[config.mk]
export PLATFORM = sky130hd
export DESIGN_NAME = lcd_win_ctrl
export DESIGN_NICKNAME = d
export VERILOG_FILES = /design/src/rtl/lcd_pkg.sv /design/src/rtl/lcd_px_fifo.sv /design/src/rtl/lcd_win_ctrl.sv
export SDC_FILE = /design/constraint.sdc
export NUM_CORES = 1
export LEC_CHECK = 0
export ABC_AREA = 1
export ABC_CLOCK_PERIOD_IN_PS = 4070
export CAP_MARGIN = 20
export CELL_PAD_IN_SITES_DETAIL_PLACEMENT = 1
export CELL_PAD_IN_SITES_GLOBAL_PLACEMENT = 1
export CORE_ASPECT_RATIO = 1.1
export CORE_MARGIN = 8
export CORE_UTILIZATION = 44
export DETAILED_ROUTE_END_ITERATION = 8
export GPL_TIMING_DRIVEN = 1
export PLACE_DENSITY = 0.8
export SYNTH_ARGS = -nofsm -noshare
export SYNTH_HDL_FRONTEND = slang
export SYNTH_SLANG_ARGS = --single-unit
[constraint.sdc]
create_clock -name i_clk -period 4.07 [get_ports i_clk]
set_input_delay 1.221 -clock i_clk [delete_from_list [all_inputs] [get_ports i_clk]]
set_output_delay 1.221 -clock i_clk [all_outputs]
set_load 0.02 [all_outputs]
[src/rtl/lcd_pkg.sv]
// Shared DCS command codes, FSM state encoding and window helpers for the
// LCD bus to framebuffer path.
package lcd_pkg;

    localparam logic [7:0] CMD_SWRESET = 8'h01;
    localparam logic [7:0] CMD_CASET   = 8'h2A;
    localparam logic [7:0] CMD_PASET   = 8'h2B;
    localparam logic [7:0] CMD_RAMWR   = 8'h2C;
    localparam logic [7:0] CMD_RAMWRC  = 8'h3C;

    typedef enum logic [2:0] {
        ST_IDLE,
        ST_CASET,
        ST_PASET,
        ST_RAMWR,
        ST_IGNORE
    } state_t;

    function automatic logic [15:0] clamp_end(input logic [15:0] e, input logic [15:0] lim);
        return (e > lim) ? lim : e;
    endfunction

endpackage

[src/rtl/lcd_px_fifo.sv]
// Two-entry write FIFO toward the framebuffer; a push on a full FIFO is
// accepted when the head is popped in the same cycle.
module lcd_px_fifo #(
    parameter int W = 33
) (
    input  logic         i_clk,
    input  logic         i_rst_n,
    input  logic         i_push,
    input  logic [W-1:0] i_data,
    input  logic         i_pop,
    input  logic         i_flush,
    output logic [W-1:0] o_data,
    output logic         o_full,
    output logic         o_empty
);

    logic [W-1:0] mem_q [2];
    logic [W-1:0] mem_d [2];
    logic         wr_ptr_q, wr_ptr_d;
    logic         rd_ptr_q, rd_ptr_d;
    logic [1:0]   cnt_q, cnt_d;
    logic         do_push, do_pop;

    assign o_full  = (cnt_q == 2'd2);
    assign o_empty = (cnt_q == 2'd0);
    assign o_data  = mem_q[rd_ptr_q];
    assign do_pop  = i_pop && !o_empty;
    assign do_push = i_push && (!o_full || do_pop);

    always_comb begin
        mem_d    = mem_q;
        wr_ptr_d = wr_ptr_q;
        rd_ptr_d = rd_ptr_q;
        cnt_d    = cnt_q;
        if (i_flush) begin
            wr_ptr_d = 1'b0;
            rd_ptr_d = 1'b0;
            cnt_d    = 2'd0;
        end else begin
            if (do_push) begin
                mem_d[wr_ptr_q] = i_data;
                wr_ptr_d        = ~wr_ptr_q;
            end
            if (do_pop) begin
                rd_ptr_d = ~rd_ptr_q;
            end
            case ({do_push, do_pop})
                2'b10:   cnt_d = cnt_q + 2'd1;
                2'b01:   cnt_d = cnt_q - 2'd1;
                default: cnt_d = cnt_q;
            endcase
        end
    end

    // NOTE: storage is reset too, so the output bus reads zero after reset
    // rather than X; at two entries the cost is negligible.
    always_ff @(posedge i_clk or negedge i_rst_n) begin
        if (!i_rst_n) begin
            mem_q    <= '{default: '0};
            wr_ptr_q <= 1'b0;
            rd_ptr_q <= 1'b0;
            cnt_q    <= 2'd0;
        end else begin
            mem_q    <= mem_d;
            wr_ptr_q <= wr_ptr_d;
            rd_ptr_q <= rd_ptr_d;
            cnt_q    <= cnt_d;
        end
    end

endmodule

[src/rtl/lcd_win_ctrl.sv]
// Sequences decoded LCD bus command/parameter/pixel pulses into windowed
// framebuffer writes through a small valid/ready FIFO.
module lcd_win_ctrl
    import lcd_pkg::*;
#(
    parameter int H_RES = 320,
    parameter int V_RES = 240,
    parameter int AW    = $clog2(H_RES*V_RES)
) (
    input  logic          i_clk,
    input  logic          i_rst_n,
    input  logic [7:0]    i_command,
    input  logic          i_command_latch,
    input  logic [7:0]    i_param,
    input  logic          i_param_latch,
    input  logic [15:0]   i_rgb565,
    input  logic          i_rgb565_latch,
    output logic [AW-1:0] o_fb_addr,
    output logic [15:0]   o_fb_data,
    output logic          o_fb_valid,
    input  logic          i_fb_ready,
    output logic          o_frame_done,
    output logic          o_overflow,
    output logic          o_win_err
);

    localparam logic [15:0] X_MAX = 16'(H_RES - 1);
    localparam logic [15:0] Y_MAX = 16'(V_RES - 1);

    state_t         state_q, state_d;
    logic [15:0]    xs_q, xs_d, xe_q, xe_d, ys_q, ys_d, ye_q, ye_d;
    logic [15:0]    sh_start_q, sh_start_d;
    logic [7:0]     sh_end_hi_q, sh_end_hi_d;
    logic [1:0]     pidx_q, pidx_d;
    logic [15:0]    cur_x_q, cur_x_d, cur_y_q, cur_y_d;
    logic [AW-1:0]  row_base_q, row_base_d;
    logic           frame_done_q, frame_done_d;
    logic           overflow_q, overflow_d;
    logic           win_err_q, win_err_d;
    logic [15:0]    commit_end;

    logic           fifo_push, fifo_pop, fifo_flush, fifo_full, fifo_empty;
    logic [AW+15:0] fifo_wdata, fifo_head;

    // Constant multiplier; synthesis reduces it to a shift-add network.
    function automatic logic [AW-1:0] row_of(input logic [15:0] y);
        return AW'(y) * AW'(H_RES);
    endfunction

    assign fifo_pop   = !fifo_empty && i_fb_ready;
    assign fifo_wdata = {row_base_q + AW'(cur_x_q), i_rgb565};
    assign commit_end = clamp_end({sh_end_hi_q, i_param}, (state_q == ST_CASET) ? X_MAX : Y_MAX);

    // NOTE: every signal gets its default before any branch, so the block
    // stays purely combinational with no inferred latches.
    always_comb begin
        state_d      = state_q;
        xs_d         = xs_q;
        xe_d         = xe_q;
        ys_d         = ys_q;
        ye_d         = ye_q;
        sh_start_d   = sh_start_q;
        sh_end_hi_d  = sh_end_hi_q;
        pidx_d       = pidx_q;
        cur_x_d      = cur_x_q;
        cur_y_d      = cur_y_q;
        row_base_d   = row_base_q;
        frame_done_d = 1'b0;
        overflow_d   = overflow_q;
        win_err_d    = win_err_q;
        fifo_push    = 1'b0;
        fifo_flush   = 1'b0;

        if (i_command_latch) begin
            // A command always wins; any half-received window is discarded.
            pidx_d = 2'd0;
            case (i_command)
                CMD_CASET: state_d = ST_CASET;
                CMD_PASET: state_d = ST_PASET;
                CMD_RAMWR: begin
                    state_d    = ST_RAMWR;
                    cur_x_d    = xs_q;
                    cur_y_d    = ys_q;
                    row_base_d = row_of(ys_q);
                    overflow_d = 1'b0;
                end
                CMD_RAMWRC: state_d = ST_RAMWR;
                CMD_SWRESET: begin
                    state_d    = ST_IDLE;
                    xs_d       = 16'd0;
                    xe_d       = X_MAX;
                    ys_d       = 16'd0;
                    ye_d       = Y_MAX;
                    fifo_flush = 1'b1;
                end
                default: state_d = ST_IGNORE;
            endcase
        end else begin
            if (i_param_latch && (state_q == ST_CASET || state_q == ST_PASET)) begin
                pidx_d = pidx_q + 2'd1;
                case (pidx_q)
                    2'd0: sh_start_d[15:8] = i_param;
                    2'd1: sh_start_d[7:0]  = i_param;
                    2'd2: sh_end_hi_d      = i_param;
                    default: begin
                        state_d = ST_IDLE;
                        if (sh_start_q > commit_end) begin
                            win_err_d = 1'b1;
                        end else if (state_q == ST_CASET) begin
                            xs_d = sh_start_q;
                            xe_d = commit_end;
                        end else begin
                            ys_d = sh_start_q;
                            ye_d = commit_end;
                        end
                    end
                endcase
            end
            if (i_rgb565_latch && state_q == ST_RAMWR) begin
                fifo_push    = 1'b1;
                frame_done_d = (cur_x_q == xe_q) && (cur_y_q == ye_q);
                if (fifo_full && !fifo_pop) begin
                    overflow_d = 1'b1;
                end
                if (cur_x_q == xe_q) begin
                    cur_x_d = xs_q;
                    if (cur_y_q == ye_q) begin
                        cur_y_d    = ys_q;
                        row_base_d = row_of(ys_q);
                    end else begin
                        cur_y_d    = cur_y_q + 16'd1;
                        row_base_d = row_base_q + AW'(H_RES);
                    end
                end else begin
                    cur_x_d = cur_x_q + 16'd1;
                end
            end
        end
    end

    // NOTE: sequential state uses non-blocking assignments only, so every
    // flop samples the pre-edge value of every other flop.
    always_ff @(posedge i_clk or negedge i_rst_n) begin
        if (!i_rst_n) begin
            state_q      <= ST_IDLE;
            xs_q         <= 16'd0;
            xe_q         <= X_MAX;
            ys_q         <= 16'd0;
            ye_q         <= Y_MAX;
            sh_start_q   <= 16'd0;
            sh_end_hi_q  <= 8'd0;
            pidx_q       <= 2'd0;
            cur_x_q      <= 16'd0;
            cur_y_q      <= 16'd0;
            row_base_q   <= '0;
            frame_done_q <= 1'b0;
            overflow_q   <= 1'b0;
            win_err_q    <= 1'b0;
        end else begin
            state_q      <= state_d;
            xs_q         <= xs_d;
            xe_q         <= xe_d;
            ys_q         <= ys_d;
            ye_q         <= ye_d;
            sh_start_q   <= sh_start_d;
            sh_end_hi_q  <= sh_end_hi_d;
            pidx_q       <= pidx_d;
            cur_x_q      <= cur_x_d;
            cur_y_q      <= cur_y_d;
            row_base_q   <= row_base_d;
            frame_done_q <= frame_done_d;
            overflow_q   <= overflow_d;
            win_err_q    <= win_err_d;
        end
    end

    lcd_px_fifo #(.W(AW + 16)) u_fifo (
        .i_clk   (i_clk),
        .i_rst_n (i_rst_n),
        .i_push  (fifo_push),
        .i_data  (fifo_wdata),
        .i_pop   (fifo_pop),
        .i_flush (fifo_flush),
        .o_data  (fifo_head),
        .o_full  (fifo_full),
        .o_empty (fifo_empty)
    );

    assign o_fb_addr    = fifo_head[AW+15:16];
    assign o_fb_data    = fifo_head[15:0];
    assign o_fb_valid   = !fifo_empty;
    assign o_frame_done = frame_done_q;
    assign o_overflow   = overflow_q;
    assign o_win_err    = win_err_q;

endmodule
# Word level (Yosys, flattened, before mapping)
# Index checks and enable logic that the tools add are counted.
[op_classes]
n_reduce_logical = 36
n_mul = 1
bitwise_logic = 7
add_sub_neg = 7
n_eq_ne = 20
mux = 67
magnitude_cmp = 5
[ops]
columns = ["cell", "count"]
rows = [
  ["$mux W16", 33],
  ["$mux W33", 4],
  ["$mux W17", 5],
  ["$bwmux W66", 1],
  ["$demux W33 S1", 1],
  ["$add A16 B1 Y16 const B", 2],
  ["$eq A16 B16 Y1", 2],
  ["$eq A8 B6 Y1 const B", 4],
  ["$add A17 B16 Y17", 1],
  ["$add A17 B9 Y17 const B", 1],
  ["$gt A16 B16 Y1", 1],
  ["$gt A16 B9 Y1", 1],
  ["$mul A16 B3 Y11 const B", 1],
  ["$reduce_and A3 Y1", 5],
  ["$mux W1", 14],
  ["$reduce_bool A2 Y1", 7],
  ["$pmux W3 S4", 1],
  ["$reduce_and A5 Y1", 2],
  ["$mux W3", 3],
  ["$mux W9", 1],
  ["$eq A8 B1 Y1 const B", 1],
  ["$logic_and A1 B1 Y1", 8],
  ["$eq A2 B2 Y1 const B", 3],
  ["$eq A3 B2 Y1 const B", 2],
  ["other kinds (20)", 39],
]
[totals]
wordCells = 163
output_inout_bits = 37
ff_bits = 215
inputBits = 38

# Depth between registers and ports, before layout
[depth]
depth_word = 9
mapped_depth = 27
mapped_depth_nobuf = 26

# By module
# Synthesis repeated with hierarchy kept, for this count alone.
[unflattened]
hier_cells = 1577
area_unflattened_um2 = 11913.9
[by_module_without_submodules]
columns = ["mod", "area_each_um2", "cells_each", "seq_area_each_um2", "instances"]
rows = [
  ["lcd_win_ctrl", 8697.1, 1186, 3495.9, 1],
  ["lcd_px_fifo", 3216.8, 391, 1751.7, 1],
]

# Worst setup path after synthesis
# OpenSTA, ideal clock, no wires.
[synth_path]
path_kind = "input to register"
startpoint = "in i_param[7]"
endpoint = "reg xs_q[0]"
setup_time_ps = 65
n_path_buf = 1
path_stages = 21
t_arrival_ps = 3659
t_required_ps = 4005
slack_ps = 346
cell_sequence = "ha_1 -> nand2_1 -> nand2_1 -> o21ai_0 -> nand2_1 -> o21ai_1 -> nand2_1 -> nor2_1 -> ha_1 -> a21oi_1 -> nand2_1 -> nand2_1 -> nand2_1 -> nand2_1 -> nand2_1 -> nand2_1 -> nand2_1 -> inv_1 -> buf_4 -> nand2_1 -> nand2_1"
[synth_via]
elab_chain_cells = 5
[synth_lines]
columns = ["item", "line", "rtl"]
rows = [
  ["start: declaration", "lcd_win_ctrl.sv:14", "input logic [7:0] i_param,"],
  ["$gt A16 B9 Y1", "lcd_pkg.sv:20", "return (e > lim) ? lim : e;"],
  ["$mux W16 (*)", "lcd_pkg.sv:20", ""],
  ["$gt A16 B16 Y1 (*)", "lcd_win_ctrl.sv:107", "if (sh_start_q > commit_end) begin"],
  ["$ne A2 B2 Y1 (no line) (*)", "-", ""],
  ["$reduce_and A5 Y1 (no line) (*)", "-", ""],
  ["end signal: assignment", "lcd_win_ctrl.sv:161", "xs_q <= xs_d;"],
  ["end: declaration", "lcd_win_ctrl.sv:31", "logic [15:0] xs_q, xs_d, xe_q, xe_d, ys_q, ys_d, ye_q, ye_d;"],
]
# Every way passes the cells marked *; elsewhere a longest branch is shown, timed or not.
# A chain may end at the register's enable or synchronous reset.

# Final worst setup path
[layout_path]
startpoint = "in i_param[4]"
endpoint = "reg ye_q[0]"
[layout_via]
elab_chain_cells = 7
word_cells_on_any_way = 10
classes_between = "order compare: 2; eq/ne: 1; mux: 6; reduce/logical: 1"
[layout_lines]
columns = ["item", "line", "rtl"]
rows = [
  ["$gt A16 B9 Y1", "lcd_pkg.sv:20", ""],
  ["$mux W16 (*)", "lcd_pkg.sv:20", ""],
  ["branches (longest 5 deep; another with $gt A16 B16 Y1)", "-", ""],
  ["end signal: assignment", "lcd_win_ctrl.sv:164", "ye_q <= ye_d;"],
  ["end: declaration", "lcd_win_ctrl.sv:31", ""],
]
# Mark *: on every way between the ends. The select of a mux whose other input is x is not followed.

==> impl_metrics.py <==
metrics = {
    "status": {
        "run_status": "finished clean",
    },
    "drt": {
        "antenna_left": 0,
        "wl_per_cell_um": 16.4,
        "vias_per_cell": 5.15,
        "first_iter_violations": 638,
        "routed_wl_mm": 35.0,
        "drc_errors": 0,
        "drt_pre_antenna_iters": 7,
        "num_vias": 10964,
    },
    "critical_path": {
        "start_kind": "input pin",
        "critPathCaptureType": "register",
        "worstPathArrival_ns": 4.30,
        "criticalPathCategory": "in -> reg",
        "worstPathMaxFanout": 14,
        "required_ns": 4.54,
    },
    "job": {
        "drv_cap": 0,
    },
    "floorplan": {
        "die_area_um2": 33100,
        "die_height_um": 190,
        "initial_core_util": 0.448,
        "rows": 63,
        "die_x_um": 174,
        "fp.coreArea_um2": 27000,
        "ios": 75,
    },
    "power_and_ir_drop": {
        "power_frac_clock": 0.369,
        "p_switching_w": 0.00211,
        "power_w": 0.00655,
        "peakVddDrop_mv": 0.380,
        "power_per_cell_area_nw_per_um2": 456,
        "seq_power_share": 0.384,
        "p_leak_nw": 7.39,
        "p_comb_frac": 0.246,
        "swShare": 0.323,
        "internal_power_w": 0.00443,
    },
    "cts": {
        "clk_pin_slew_worst_paths_ns": 0.06,
        "cts_hold_buf": 0,
        "clkLatencyLatePin_ns": 0.53,
        "cts_num_sinks": 209,
        "cts_buffers": 25,
        "cts_tree": "yes",
        "clockBufferDepth": 3,
        "clk_root_buffer_cell": "clkbuf_16",
        "htreeDepth": 1,
        "post_cts_buffers": 0,
        "ctsResizeCount": 0,
    },
    "synthesis": {
        "synth_top_flop_cell": "dfrtp_1",
        "synthTopCellsByArea": "dfrtp_1 40%, nand2_1 19%, inv_1 5.9%",
        "yosys.area.top_type": "dfrtp_1",
        "synthesis.area_um2": 12100,
        "synth.distinct_cells": 41,
        "netlist_instances": 1661,
        "syn_avg_cell_area_um2": 7.29,
        "synth.top_cell.area_share": 0.403,
        "ys_warn_count": 0,
        "yosysSeqAreaShare": 0.433,
        "yosys_register_bits": 209,
        "synth_edf_count": 0,
        "async_reset_ff_frac": 1.00,
    },
    "global_route": {
        "grt_pass1_vias": 11714,
        "top_usage_layer": "met2",
        "grt_first_pass_wirelength_mm": 58.9,
        "grtUsageMet3": 0.0252,
        "grt-ovfl-total": 0,
        "grt_use_total": 0.213,
        "grt_max_degree": 70,
        "grt_antenna_before_repair": 0,
        "grt_use_met1": 0.262,
        "use_met2": 0.385,
    },
    "final_layout": {
        "fin_util": 0.531,
        "layout_commonest_cell": "nand2_1",
        "nNetsFinal": 1843,
        "final_cell_mix": "624 x nand2_1, 194 x dfrtp_1, 191 x inv_1, 137 x o21ai_0, 135 x nand3_1",
        "drive_gt1_frac": 0.0768,
        "design_area_um2": 14300,
        "syn_to_final_growth_pct": 18.5,
        "num_antenna_cells": 0,
        "final_cells": 2128,
    },
    "timing": {
        "drv_slew": 0,
        "fmax_ghz": 0.261,
        "fin_ws_ns": 0.241,
        "tightest_slew_ns": 0.766,
        "post-route-min-period_ns": 3.83,
        "grt_setup_unrepaired": "false",
        "skew_ns": 0.00794,
        "slew_headroom": 0.489,
        "hold_violations": 0,
        "finalCritPeriodShare": 0.941,
        "finalSetupViolations": 0,
    },
    "hold_path": {
        "min_path_type": "reg -> reg",
    },
    "placed_design": {
        "pre_cts_ws_ns": -0.416,
        "dpl.hpwl_mm": 25.2,
        "placed_cells": 2082,
        "placed_area_um2": 13400,
        "portBuffers": 74,
        "gp_congestion": 0.849,
    },
}
==> area by class of cell <==
| type | instances | area [um^2] |
|---|---|---|
| clock buffers | 33 | 716 |
| clock inverters | 13 | 183 |
| fillers | 3403 | 12700 |
| inverters | 195 | 732 |
| multi-input cells | 1204 | 5890 |
| flip-flops and latches | 209 | 5250 |
| well taps | 357 | 447 |
| repair buffers | 117 | 1130 |
==> synthesized netlist by cell type, drive strengths merged (4+ instances only) <==
library cell / instances
buf: 32
xor2: 32
nand2: 630
nand3: 136
clkbuf: 27
dfstp: 14
dfrtp: 195
nor2: 88
nand4: 41
inv: 195
nor3: 19
xnor2: 4
ha: 52
or2: 4
a21oi: 20
nand3b: 11
o21ai: 145
==> registers in the layout (all words and copies together) (netlist names) <==
name	count
u_fifo.cnt_q	2
sh_start_q	16
u_fifo.wr_ptr_q	1
pidx_q	2
cur_y_q	16
xs_q	16
o_frame_done	1
state_q	3
xe_q	16
o_overflow	1
row_base_q	11
ye_q	16
sh_end_hi_q	8
u_fifo.mem_q	66
u_fifo.rd_ptr_q	1
cur_x_q	16
ys_q	16
o_win_err	1
==> metal layers <==
layer | part of all wire | vias to the layer above
li1 | - | 5446
met1 | 0.45 | 5325
met2 | 0.50 | 142
met3 | 0.028 | 51
met4 | 0.025 | 0
met5 | 0 | -
==> metrics by stage <==
step,TNS (ns),hold WS [ns]
after floorplan,0,0.442
after global placement,-15.77,0.454
after detailed placement,-22.15,0.459
after CTS,0,0.476
after global routing,0,0.488
final,0,0.474
==> worst paths after layout <==
path                                       start               end  slack [ns]  depth (start not counted)
worst min register to register  u_fifo.mem_q[11]  u_fifo.mem_q[11]        0.47                          2
min in group asynchronous                i_rst_n  u_fifo.mem_q[12]        0.70                          1
worst max register to register        state_q[1]           ye_q[0]        0.47                         22
worst min-delay path            u_fifo.mem_q[11]  u_fifo.mem_q[11]        0.47                          2
worst max-delay path                  i_param[4]           ye_q[0]        0.24                         23
max in group asynchronous                i_rst_n    sh_start_q[14]        2.56                          2
==> logic make-up (layout without fill, tap and decap cells) <==
logic type,after synthesis,count (layout),synth area share
AOI/OAI and AO/OA,176,176,0.0782
and+or+nand+nor,930,930,0.321
buffers and inverters,254,358,0.0841
adders and majority gates,53,53,0.0554
xor gates and xnor gates,36,36,0.0260
other,1,7,0.000310
muxes,2,2,0.00186
DFF,209,209,0.433
==> worst max-delay path, stage by stage <==
cell and delay, ns:
clkdlybuf4s50_1 0.48, ha_1 0.35, nand2_1 0.07, nor2_1 0.14, nand2_1 0.07, nand2_1 0.08, nand2_1 0.05, nand2_1 0.07
nand3_1 0.18, nand2_1 0.16, inv_1 0.05, ha_1 0.27, nand2_1 0.04, nor2_1 0.12, nand4_1 0.10, nor2_1 0.12
nor2_1 0.04, nand2_1 0.15, nand2_2 0.11, nand2_1 0.15, buf_12 0.15, nand2_1 0.06, nand2_1 0.06
==> power by group through the flow <==
stage	Sequential, W	Clock [W]	Combinational (W)
floorplan	0.00242	0	0.00102
global placement	0.00254	0	0.00158
detailed placement	0.00255	0	0.00162
CTS	0.00251	0.00247	0.00164
global route	0.00255	0.00255	0.00181
finish	0.00252	0.00242	0.00161
Power figures use the tool's default switching activity.
